[src/rtl/unified_mem_arbiter_pkg.sv]
`default_nettype none
// ============================================================================
//  Module   : memarb_pkg
//  Purpose  : Shared types and constants for the unified memory arbiter:
//             FSM state encoding, access-owner encoding, default bus widths
//             and the all-ones "read" write-enable pattern.
//  Ports    : none (package)
//  Revision : 1.0  initial release
// ============================================================================
package memarb_pkg;

    // Default bus geometry of the CPU/SRAM boundary.
    localparam int DEF_ADDR_BITS = 32;
    localparam int DEF_DATA_BITS = 32;
    localparam int DEF_WEB_BITS  = 4;

    // Write enables are active-low: every lane disabled means a read.
    localparam logic [DEF_WEB_BITS-1:0] WEB_READ = '1;

    typedef enum logic [1:0] {
        IDLE   = 2'd0,
        RD_ACC = 2'd1,
        WR_ACC = 2'd2,
        DONE   = 2'd3
    } state_t;

    typedef enum logic {
        OWN_IF = 1'b0,
        OWN_DM = 1'b1
    } owner_t;

endpackage : memarb_pkg
`default_nettype wire

[src/rtl/unified_mem_arbiter_if.sv]
`default_nettype none
// ============================================================================
//  Module   : unified_mem_arbiter_if
//  Purpose  : Bundles the instruction-fetch port, the data-memory port, the
//             SRAM port and the pipeline stall of the unified memory arbiter.
//  Modports : slave  - arbiter view (CPU requests and SRAM data in,
//                      completions, SRAM controls and stall out)
//             master - environment view (CPU + SRAM side), directions mirrored
//  Revision : 1.0  initial release
// ============================================================================
interface unified_mem_arbiter_if
    import memarb_pkg::*;
#(
    parameter int ADDR_BITS = DEF_ADDR_BITS,
    parameter int DATA_BITS = DEF_DATA_BITS,
    parameter int WEB_BITS  = DEF_WEB_BITS
) ();

    // Instruction fetch port
    logic                 if_req_i;
    logic [ADDR_BITS-1:0] if_addr_i;
    logic [DATA_BITS-1:0] if_rdata_o;
    logic                 if_valid_o;

    // Data memory port
    logic                 dm_req_i;
    logic [WEB_BITS-1:0]  dm_web_i;
    logic [ADDR_BITS-1:0] dm_addr_i;
    logic [DATA_BITS-1:0] dm_wdata_i;
    logic [DATA_BITS-1:0] dm_rdata_o;
    logic                 dm_valid_o;

    // Single-port SRAM
    logic                 mem_cs_o;
    logic [WEB_BITS-1:0]  mem_web_o;
    logic [ADDR_BITS-1:0] mem_addr_o;
    logic [DATA_BITS-1:0] mem_wdata_o;
    logic [DATA_BITS-1:0] mem_rdata_i;

    // Pipeline stall
    logic                 stall_o;

    modport slave (
        input  if_req_i, if_addr_i,
        input  dm_req_i, dm_web_i, dm_addr_i, dm_wdata_i,
        input  mem_rdata_i,
        output if_rdata_o, if_valid_o,
        output dm_rdata_o, dm_valid_o,
        output mem_cs_o, mem_web_o, mem_addr_o, mem_wdata_o,
        output stall_o
    );

    modport master (
        output if_req_i, if_addr_i,
        output dm_req_i, dm_web_i, dm_addr_i, dm_wdata_i,
        output mem_rdata_i,
        input  if_rdata_o, if_valid_o,
        input  dm_rdata_o, dm_valid_o,
        input  mem_cs_o, mem_web_o, mem_addr_o, mem_wdata_o,
        input  stall_o
    );

endinterface : unified_mem_arbiter_if
`default_nettype wire

[src/rtl/unified_mem_arbiter.sv]
`default_nettype none
// ============================================================================
//  Module   : unified_mem_arbiter
//  Purpose  : Shares one single-port SRAM between the instruction-fetch and
//             data-memory ports. Data accesses have fixed priority. Reads
//             take WAIT_CYCLES SRAM cycles, writes take one. Each completion
//             is a one-cycle valid pulse to the owning port. A stall is
//             raised while any request is still outstanding.
//  Ports    : clk  - system clock
//             rst  - synchronous reset, active-low
//             bus  - unified_mem_arbiter_if.slave (IF port, DM port, SRAM
//                    port, stall_o)
//  Revision : 1.0  initial release
// ============================================================================
module unified_mem_arbiter
    import memarb_pkg::*;
#(
    parameter int ADDR_BITS   = DEF_ADDR_BITS,
    parameter int DATA_BITS   = DEF_DATA_BITS,
    parameter int WEB_BITS    = DEF_WEB_BITS,
    parameter int WAIT_CYCLES = 2
) (
    input  logic                  clk,
    input  logic                  rst,
    unified_mem_arbiter_if.slave  bus
);

    if ((WAIT_CYCLES < 1) || (WAIT_CYCLES > 15)) begin : g_bad_wait_cycles
        $error("unified_mem_arbiter: WAIT_CYCLES must be within 1..15");
    end

    localparam int                  c_cnt_bits = $clog2(WAIT_CYCLES + 1);
    localparam logic [c_cnt_bits-1:0] c_cnt_last = c_cnt_bits'(WAIT_CYCLES - 1);
    localparam logic [WEB_BITS-1:0] c_web_read = {WEB_BITS{1'b1}};

    state_t                r_state;
    owner_t                r_owner;
    logic [c_cnt_bits-1:0] r_cnt;
    logic                  r_if_valid;
    logic                  r_dm_valid;
    logic                  r_cs;
    logic [WEB_BITS-1:0]   r_web;
    logic [ADDR_BITS-1:0]  r_addr;
    logic [DATA_BITS-1:0]  r_wdata;
    logic [DATA_BITS-1:0]  r_if_rdata;
    logic [DATA_BITS-1:0]  r_dm_rdata;

    // The SRAM controls are loaded one state ahead, so they are already
    // correct in the first cycle of RD_ACC/WR_ACC and dropped in DONE.
    always_ff @(posedge clk) begin
        if (!rst) begin
            r_state    <= IDLE;
            r_owner    <= OWN_IF;
            r_cnt      <= '0;
            r_if_valid <= 1'b0;
            r_dm_valid <= 1'b0;
            r_cs       <= 1'b0;
            r_web      <= c_web_read;
            r_addr     <= '0;
            r_wdata    <= '0;
            r_if_rdata <= '0;
            r_dm_rdata <= '0;
        end else begin
            r_if_valid <= 1'b0;
            r_dm_valid <= 1'b0;
            case (r_state)
                IDLE: begin
                    r_cnt <= '0;
                    if (bus.dm_req_i) begin
                        // The MEM stage is older than IF, so it always wins.
                        r_owner <= OWN_DM;
                        r_addr  <= bus.dm_addr_i;
                        r_wdata <= bus.dm_wdata_i;
                        r_web   <= bus.dm_web_i;
                        r_cs    <= 1'b1;
                        r_state <= (bus.dm_web_i == c_web_read) ? RD_ACC : WR_ACC;
                    end else if (bus.if_req_i) begin
                        r_owner <= OWN_IF;
                        r_addr  <= bus.if_addr_i;
                        r_web   <= c_web_read;
                        r_cs    <= 1'b1;
                        r_state <= RD_ACC;
                    end
                end
                RD_ACC: begin
                    if (r_cnt == c_cnt_last) begin
                        r_cnt   <= '0;
                        r_cs    <= 1'b0;
                        r_web   <= c_web_read;
                        r_state <= DONE;
                        if (r_owner == OWN_DM) begin
                            r_dm_rdata <= bus.mem_rdata_i;
                            r_dm_valid <= 1'b1;
                        end else begin
                            r_if_rdata <= bus.mem_rdata_i;
                            r_if_valid <= 1'b1;
                        end
                    end else begin
                        r_cnt <= r_cnt + 1'b1;
                    end
                end
                WR_ACC: begin
                    r_cs       <= 1'b0;
                    r_web      <= c_web_read;
                    r_state    <= DONE;
                    r_dm_valid <= (r_owner == OWN_DM);
                    r_if_valid <= (r_owner == OWN_IF);
                end
                DONE: begin
                    // No grant here: requests are still high during their
                    // valid cycle and must not be served twice.
                    r_state <= IDLE;
                end
                default: begin
                    r_state <= IDLE;
                end
            endcase
        end
    end

    assign bus.if_valid_o  = r_if_valid;
    assign bus.if_rdata_o  = r_if_rdata;
    assign bus.dm_valid_o  = r_dm_valid;
    assign bus.dm_rdata_o  = r_dm_rdata;
    assign bus.mem_cs_o    = r_cs;
    assign bus.mem_web_o   = r_web;
    assign bus.mem_addr_o  = r_addr;
    assign bus.mem_wdata_o = r_wdata;

    // A request stalls the pipeline until the cycle that completes it.
    assign bus.stall_o = (bus.if_req_i & ~r_if_valid) | (bus.dm_req_i & ~r_dm_valid);

endmodule : unified_mem_arbiter
`default_nettype wire
[src/flat_wrapper.sv]
// flat-port wrapper written by rule: the top's interface ports become plain ports
module unified_mem_arbiter_flat import memarb_pkg::*;
#(
    parameter int ADDR_BITS   = DEF_ADDR_BITS,
    parameter int DATA_BITS   = DEF_DATA_BITS,
    parameter int WEB_BITS    = DEF_WEB_BITS,
    parameter int WAIT_CYCLES = 2
)
  (clk, rst, bus_if_req_i, bus_if_addr_i, bus_dm_req_i, bus_dm_web_i, bus_dm_addr_i, bus_dm_wdata_i, bus_mem_rdata_i, bus_if_rdata_o, bus_if_valid_o, bus_dm_rdata_o, bus_dm_valid_o, bus_mem_cs_o, bus_mem_web_o, bus_mem_addr_o, bus_mem_wdata_o, bus_stall_o);
  unified_mem_arbiter_if #(.ADDR_BITS(ADDR_BITS), .DATA_BITS(DATA_BITS), .WEB_BITS(WEB_BITS)) bus_i ();
  input  logic clk;
  input  logic rst;
  input wire logic [$bits(bus_i.if_req_i)-1:0] bus_if_req_i;
  input wire logic [$bits(bus_i.if_addr_i)-1:0] bus_if_addr_i;
  input wire logic [$bits(bus_i.dm_req_i)-1:0] bus_dm_req_i;
  input wire logic [$bits(bus_i.dm_web_i)-1:0] bus_dm_web_i;
  input wire logic [$bits(bus_i.dm_addr_i)-1:0] bus_dm_addr_i;
  input wire logic [$bits(bus_i.dm_wdata_i)-1:0] bus_dm_wdata_i;
  input wire logic [$bits(bus_i.mem_rdata_i)-1:0] bus_mem_rdata_i;
  output wire logic [$bits(bus_i.if_rdata_o)-1:0] bus_if_rdata_o;
  output wire logic [$bits(bus_i.if_valid_o)-1:0] bus_if_valid_o;
  output wire logic [$bits(bus_i.dm_rdata_o)-1:0] bus_dm_rdata_o;
  output wire logic [$bits(bus_i.dm_valid_o)-1:0] bus_dm_valid_o;
  output wire logic [$bits(bus_i.mem_cs_o)-1:0] bus_mem_cs_o;
  output wire logic [$bits(bus_i.mem_web_o)-1:0] bus_mem_web_o;
  output wire logic [$bits(bus_i.mem_addr_o)-1:0] bus_mem_addr_o;
  output wire logic [$bits(bus_i.mem_wdata_o)-1:0] bus_mem_wdata_o;
  output wire logic [$bits(bus_i.stall_o)-1:0] bus_stall_o;
  assign bus_i.if_req_i = bus_if_req_i;
  assign bus_i.if_addr_i = bus_if_addr_i;
  assign bus_i.dm_req_i = bus_dm_req_i;
  assign bus_i.dm_web_i = bus_dm_web_i;
  assign bus_i.dm_addr_i = bus_dm_addr_i;
  assign bus_i.dm_wdata_i = bus_dm_wdata_i;
  assign bus_i.mem_rdata_i = bus_mem_rdata_i;
  assign bus_if_rdata_o = bus_i.if_rdata_o;
  assign bus_if_valid_o = bus_i.if_valid_o;
  assign bus_dm_rdata_o = bus_i.dm_rdata_o;
  assign bus_dm_valid_o = bus_i.dm_valid_o;
  assign bus_mem_cs_o = bus_i.mem_cs_o;
  assign bus_mem_web_o = bus_i.mem_web_o;
  assign bus_mem_addr_o = bus_i.mem_addr_o;
  assign bus_mem_wdata_o = bus_i.mem_wdata_o;
  assign bus_stall_o = bus_i.stall_o;
  unified_mem_arbiter #(.ADDR_BITS(ADDR_BITS), .DATA_BITS(DATA_BITS), .WEB_BITS(WEB_BITS), .WAIT_CYCLES(WAIT_CYCLES)) u_core (.clk(clk), .rst(rst), .bus(bus_i));
endmodule
[config.mk]
export PLATFORM = sky130hd
export DESIGN_NAME = unified_mem_arbiter_flat
export DESIGN_NICKNAME = d
export VERILOG_FILES = /design/src/rtl/unified_mem_arbiter_pkg.sv /design/src/rtl/unified_mem_arbiter_if.sv /design/src/rtl/unified_mem_arbiter.sv /design/src/flat_wrapper.sv
export SDC_FILE = /design/constraint.sdc
export NUM_CORES = 1
export LEC_CHECK = 0
export ABC_AREA = 1
export CAP_MARGIN = 40
export CORE_MARGIN = 1
export CORE_UTILIZATION = 40
export CTS_BUF_LIST = sky130_fd_sc_hd__clkbuf_16
export CTS_CLUSTER_DIAMETER = 60
export DETAILED_ROUTE_END_ITERATION = 16
export HOLD_SLACK_MARGIN = 0.03
export PLACE_DENSITY = 0.84
export SYNTH_ARGS = -nofsm -noshare
export SYNTH_HDL_FRONTEND = slang
export SYNTH_SLANG_ARGS = --single-unit
[constraint.sdc]
create_clock -name clk -period 1.6 [get_ports clk]
set_clock_uncertainty 0.1 [all_clocks]
set_input_delay 0.24 -clock clk [delete_from_list [all_inputs] [get_ports clk]]
set_output_delay 0.24 -clock clk [all_outputs]
set_load 0.02 [all_outputs]
Word level (Yosys, flattened, before mapping)
Cells that the tools add are included.
{ "word_totals": {"ff_bits": 140, "in_bits": 136, "out_inout_bits": 136, "wordCells": 60} }
{ "classes": {"add_sub_neg": 1, "n_eq_ne": 7, "mux": 25, "n_bitwise": 6, "n_reduce_logical": 10} }
{ "op_table": {"columns": ["op", "n"], "rows": [
  ["$mux 32", 2],
  ["$mux 4", 3],
  ["$pmux 4 s3", 1],
  ["$mux 2", 5],
  ["$mux 1", 9],
  ["$reduce_and 3->1", 3],
  ["$pmux 2 s4", 1],
  ["$reduce_and 2->1", 3],
  ["$eq 2x1->1 const B", 2],
  ["$eq 2x2->1 const B", 2],
  ["$eq 4x4->1 const B", 1],
  ["$pmux 1 s2", 2],
  ["$pmux 2 s2", 1],
  ["$reduce_bool 2->1", 2],
  ["$ne 3x3->1 const B", 1],
  ["$not 1->1", 3],
  ["$pmux 1 s3", 1],
  ["$reduce_bool 3->1", 1],
  ["$add 2x1->2 const B", 1],
  ["$and 1x1->1", 2],
  ["$logic_not 2->1", 1],
  ["$ne 2x1->1 const B", 1],
  ["$or 1x1->1", 1]
]} }

Longest topological paths before layout
{ "logic_depth": {"word_depth": 4, "mapped_depth": 8, "ltp_nobuf": 8} }

Worst setup path after synthesis
OpenSTA, ideal clock, no wires.
{ "synth_path": {"path_kind": "register to register", "start": "reg u_core.r_state[0]", "end": "reg u_core.r_addr[18], in the netlist u_core.bus.mem_addr_o[18]", "arrival_ns": 1.230, "required_ns": 1.375, "setup_slack_ns": 0.144, "stages_incl_launch_ff": 8, "path_buffers": 1, "period_less_slack_ns": 1.456, "path_cell_list": "dfxtp_1 inv_1 ha_1 inv_1 nor2_8 buf_4 o21ai_0 a31oi_1"} }
{ "synth_via": {"elab_chain_cells": 2} }
{ "synth_rtl": {"columns": ["element", "line_no", "text"], "rows": [
  ["start, declared", "unified_mem_arbiter.sv:36", "state_t r_state;"],
  ["start signal, assigned", "unified_mem_arbiter.sv:76", "r_state <= (bus.dm_web_i == c_web_read) ? RD_ACC : WR_ACC;"],
  ["$logic_not 2->1", "unified_mem_arbiter.sv:66", "case (r_state)"],
  ["$reduce_and 2->1 (no line)", null, null],
  ["end signal, assigned", "unified_mem_arbiter.sv:72", "r_addr <= bus.dm_addr_i;"],
  ["end signal, assigned", "unified_mem_arbiter.sv:79", "r_addr <= bus.if_addr_i;"],
  ["end, declared", "unified_mem_arbiter.sv:43", "logic [ADDR_BITS-1:0] r_addr;"]
]} }
Every way passes these cells.
A chain may end at the register's enable or synchronous reset.

Final worst setup path
{ "layout_path": {"start": "reg u_core.r_state[1]", "end": "reg u_core.r_if_rdata[19], in the netlist u_core.bus.if_rdata_o[19]"} }
{ "layout_via": {"elab_chain_cells": 2} }
{ "layout_rtl": {"columns": ["element", "line_no", "text"], "rows": [
  ["$eq 2x1->1", "unified_mem_arbiter.sv:66", null],
  ["$reduce_and 3->1 (no line)", null, null],
  ["end signal, assigned", "unified_mem_arbiter.sv:95", "r_if_rdata <= bus.mem_rdata_i;"],
  ["end, declared", "unified_mem_arbiter.sv:45", "logic [DATA_BITS-1:0] r_if_rdata;"]
]} }
Every way passes these cells.

==> run_results.csv <==
group,metric,value,unit
run_status,outcome,"finished, final reports clean",
timing,tns,0,ns
worst_setup_path,crit_start,"u_core.r_state[1]",
final_layout,area_growth_syn_to_layout,67.1,%
cts,cts_tree,"done",
detailed_routing,dr_wl_met3,1570,microns
cts,cts_buffer_depth,2,
pwr,leakagePower,4.00,nW
final_layout,drive_gt1_share,8.00,%
worst_setup_path,critPathMaxStageDelay,0.34,ns
placed_design,io_buffers,271,
floorplanning,ios,272,
timing,finalHoldViolations,0,
worst_setup_path,worstPathMaxFanout,27,
cts,cts_sinks,140,
detailed_routing,dr.pass1.iters,5,
pwr,combPwrFrac,32.5,%
final_layout,post-route-util,69.0,%
cts,hold_buffers,0,
pwr,p_clk_share,32.2,%
final_layout,layout_common_cells,"nor2_1, dfxtp_1, dlygate4sd2_1",
grt,grt_pass1_vias,5174,
floorplanning,dieArea,13600,sq um
cts,cts_setup_buffers,0,
final_layout,multi_input_area,2190,sq um
detailed_routing,wl_met2,8100,microns
grt,grt_pass1_wl,24500,microns
timing,fin_crit_sh,93.2,%
detailed_routing,wl_per_cell,14.1,microns
floorplanning,die_y,117,microns
pwr,p_sw_share,32.6,%
floorplanning,coreArea,12700,sq um
timing,period_needed,1.49,ns
pwr,pwr-share-seq,35.3,%
synthesis,synth_seq_cells,140,
synthesis,avgSynthCellArea,7.78,sq um
floorplanning,start_util,41.3,%
synthesis,syn_area,5250,sq um
detailed_routing,met1_length,6080,microns
final_layout,ff_latch_area,2800,sq um
detailed_routing,wl,16000,microns
worst_setup_path,rrSetupSlack,0.11,ns
timing,setup_violations,0,
synthesis,synth_nets,817,
timing,slew_violations,0,
flow_run,drv_cap,0,
placed_design,dp.final_hpwl,11400,microns
detailed_routing,antenna_left,0,
worst_setup_path,cp.required,1.80,ns
worst_setup_path,crit_type,"reg2reg",
worst_setup_path,path_cells,"inv_2, ha_4, nand3_1, buf_6, inv_2, buf_12, nor2_1, nor2_1",
grt,antenna_found_initial,0,
worst_setup_path,cp.arrival,1.69,ns
final_layout,nNetsFinal,1093,
placed_design,dp.cells,1103,
grt,track_usage,23.4,%
worst_setup_path,rr_worst_depth,8,
detailed_routing,drt_first_iter_violations,368,
floorplanning,die_w,117,microns
detailed_routing,top_layer_used,"met4",
final_layout,stdcell_count,1135,
detailed_routing,route.detailed.drc,0,
cts,root_buffer,"clkbuf_16",
synthesis,yosysWarningCount,0,
pwr,switchingPower,4.06,mW
worst_hold_path,hp-class,"in2reg",
final_layout,n_fill_cell,1103,
timing,fmax,670,MHz
worst_setup_path,crit_slowest_cell,"dfxtp_1",
pwr,peakVddDrop,0.871,mV
pwr,powerDensity,1420,nW/um^2
cts,cts_buffers,17,
timing,relSlewSlack,76.2,%
worst_setup_path,cp-end-kind,"register",
final_layout,antenna_cells,0,
placed_design,place_congestion,0.814,
worst_setup_path,worstReg2RegEnd,"u_core.bus.if_rdata_o[19]",
timing,holdWs,0.0733,ns
worst_hold_path,hold_depth,2,
grt,grt-ovfl-total,0,
cts,htreeDepth,4,
floorplanning,rows,41,
worst_setup_path,crit_path_end,"u_core.bus.if_rdata_o[19]",
cts,clk_latency,0.41,ns
worst_setup_path,cpLargestDelayFamily,"buffers and inverters",
timing,worstMarginPinSlew,0.357,ns
synthesis,ys_types,22,
worst_setup_path,critPathBufInv,4,
detailed_routing,vias_per_cell,4.84,
detailed_routing,vias,5496,
synthesis,yosysSeqAreaShare,53.4,%
worst_setup_path,startpoint_type,"register",
pwr,p_int,8.38,mW
grt,grt_start_max_net_pins,47,
synthesis,syn_inst,675,
worst_setup_path,worstReg2RegStart,"u_core.r_state[1]",
cts,clkTransAtPathRegs,0.06,ns
worst_setup_path,path_depth,8,
final_layout,final_common_cell,"nor2_1",
## sequential cells by signal, summed over array words and instances, names as in the netlist
| register | cells |
|---|---|
| u_core.bus.dm_rdata_o | 32 |
| u_core.bus.if_rdata_o | 32 |
| u_core.bus.mem_addr_o | 32 |
| u_core.bus.mem_wdata_o | 32 |
| u_core.bus.mem_web_o | 4 |
| u_core.r_cnt | 2 |
| u_core.r_state | 2 |
| u_core.bus.dm_valid_o | 1 |
| u_core.bus.if_valid_o | 1 |
| u_core.bus.mem_cs_o | 1 |
| u_core.r_owner | 1 |
## Yosys cell counts, drive strengths merged
cell type    n  area [sq um]
dfxtp      140          2800
o21ai      130           651
clkbuf      23          86.3
o211ai       5          37.5
o22ai        1          6.26
o21bai       1          7.51
nor3         4          20.0
a31oi       32           200
nor2       200           783
nand4        1          6.26
nand2       81           307
nand3        5          30.0
ha           6          75.1
buf         23           148
a21oi        5          25.0
inv         18          67.6
## final cells by class
class                   count  area share [%]
repair buffers            303            33.0
flip-flops and latches    140            31.9
multi-input cells         471            25.0
clock buffers              17            4.85
well taps                 172            2.45
clock inverters            14            2.02
inverters                  18           0.770
## metal layers
metal	vias to the layer above	GRT usage (%)
li1	2764	-
met1	2471	25.0
met2	239	42.0
met3	22	9.08
met4	0	8.44
met5	-	0
## per-stage QoR
step	power (mW)	setup slack, ns	instance area (sq um)
6_report	12.4	0.108	8780
3_3_place_gp	8.72	-0.349	8280
3_5_place_dp	8.81	-0.328	8280
4_1_cts	12.5	0.0157	8710
5_1_grt	13.1	-0.000785	8780
2_1_floorplan	6.71	0.144	5250
## worst reg2reg max path, delay by kind of cell, from the launching register on
kind | cells | cell delay (ns)
adders and majority gates | 1 | 0.18
buffers and inverters | 4 | 0.47
DFF | 1 | 0.34
and+or+nand+nor | 3 | 0.29
## cell families (layout without fill, tap and decap cells)
kind of cell	after synthesis	in the layout	synth area share [%]
AO/OA/AOI/OAI	174	174	17.7
adder cells (fa/ha/maj)	6	6	1.43
buffers and inverters	64	352	5.74
flip-flops	140	140	53.4
AND/OR/NAND/NOR	291	291	21.8
## worst min-delay path by stage
| stage | start | endpoint | slack (ns) |
|---|---|---|---|
| 5_1_grt | rst | u_core.bus.mem_web_o[1] | 0.08 |
| 4_1_cts | rst | u_core.bus.mem_web_o[2] | 0.06 |
| 3_5_place_dp | u_core.r_cnt[1] | u_core.r_cnt[1] | 0.35 |
| 3_3_place_gp | u_core.r_cnt[1] | u_core.r_cnt[1] | 0.35 |
| 2_1_floorplan | bus_if_addr_i[10] | u_core.bus.mem_addr_o[10] | 0.30 |
| 6_report | rst | u_core.bus.mem_web_o[2] | 0.07 |
## power by group through the flow
stage	logic [mW]	clock network [mW]	registers, mW
after global routing	4.43	4.25	4.47
after detailed placement	4.34	0	4.47
after CTS	4.00	4.09	4.38
final	4.04	4.01	4.39
after global placement	4.28	0	4.44
after floorplan	1.55	0	5.15
## timing repair
| action | CTS | global route |
|---|---|---|
| endpoints found under the hold margin | 0 | 0 |
| setup endpoints to repair | 139 | 112 |
| cloned | 0 | 1 |
| resized for setup | 140 | 18 |
Power figures use the tool's default switching activity.
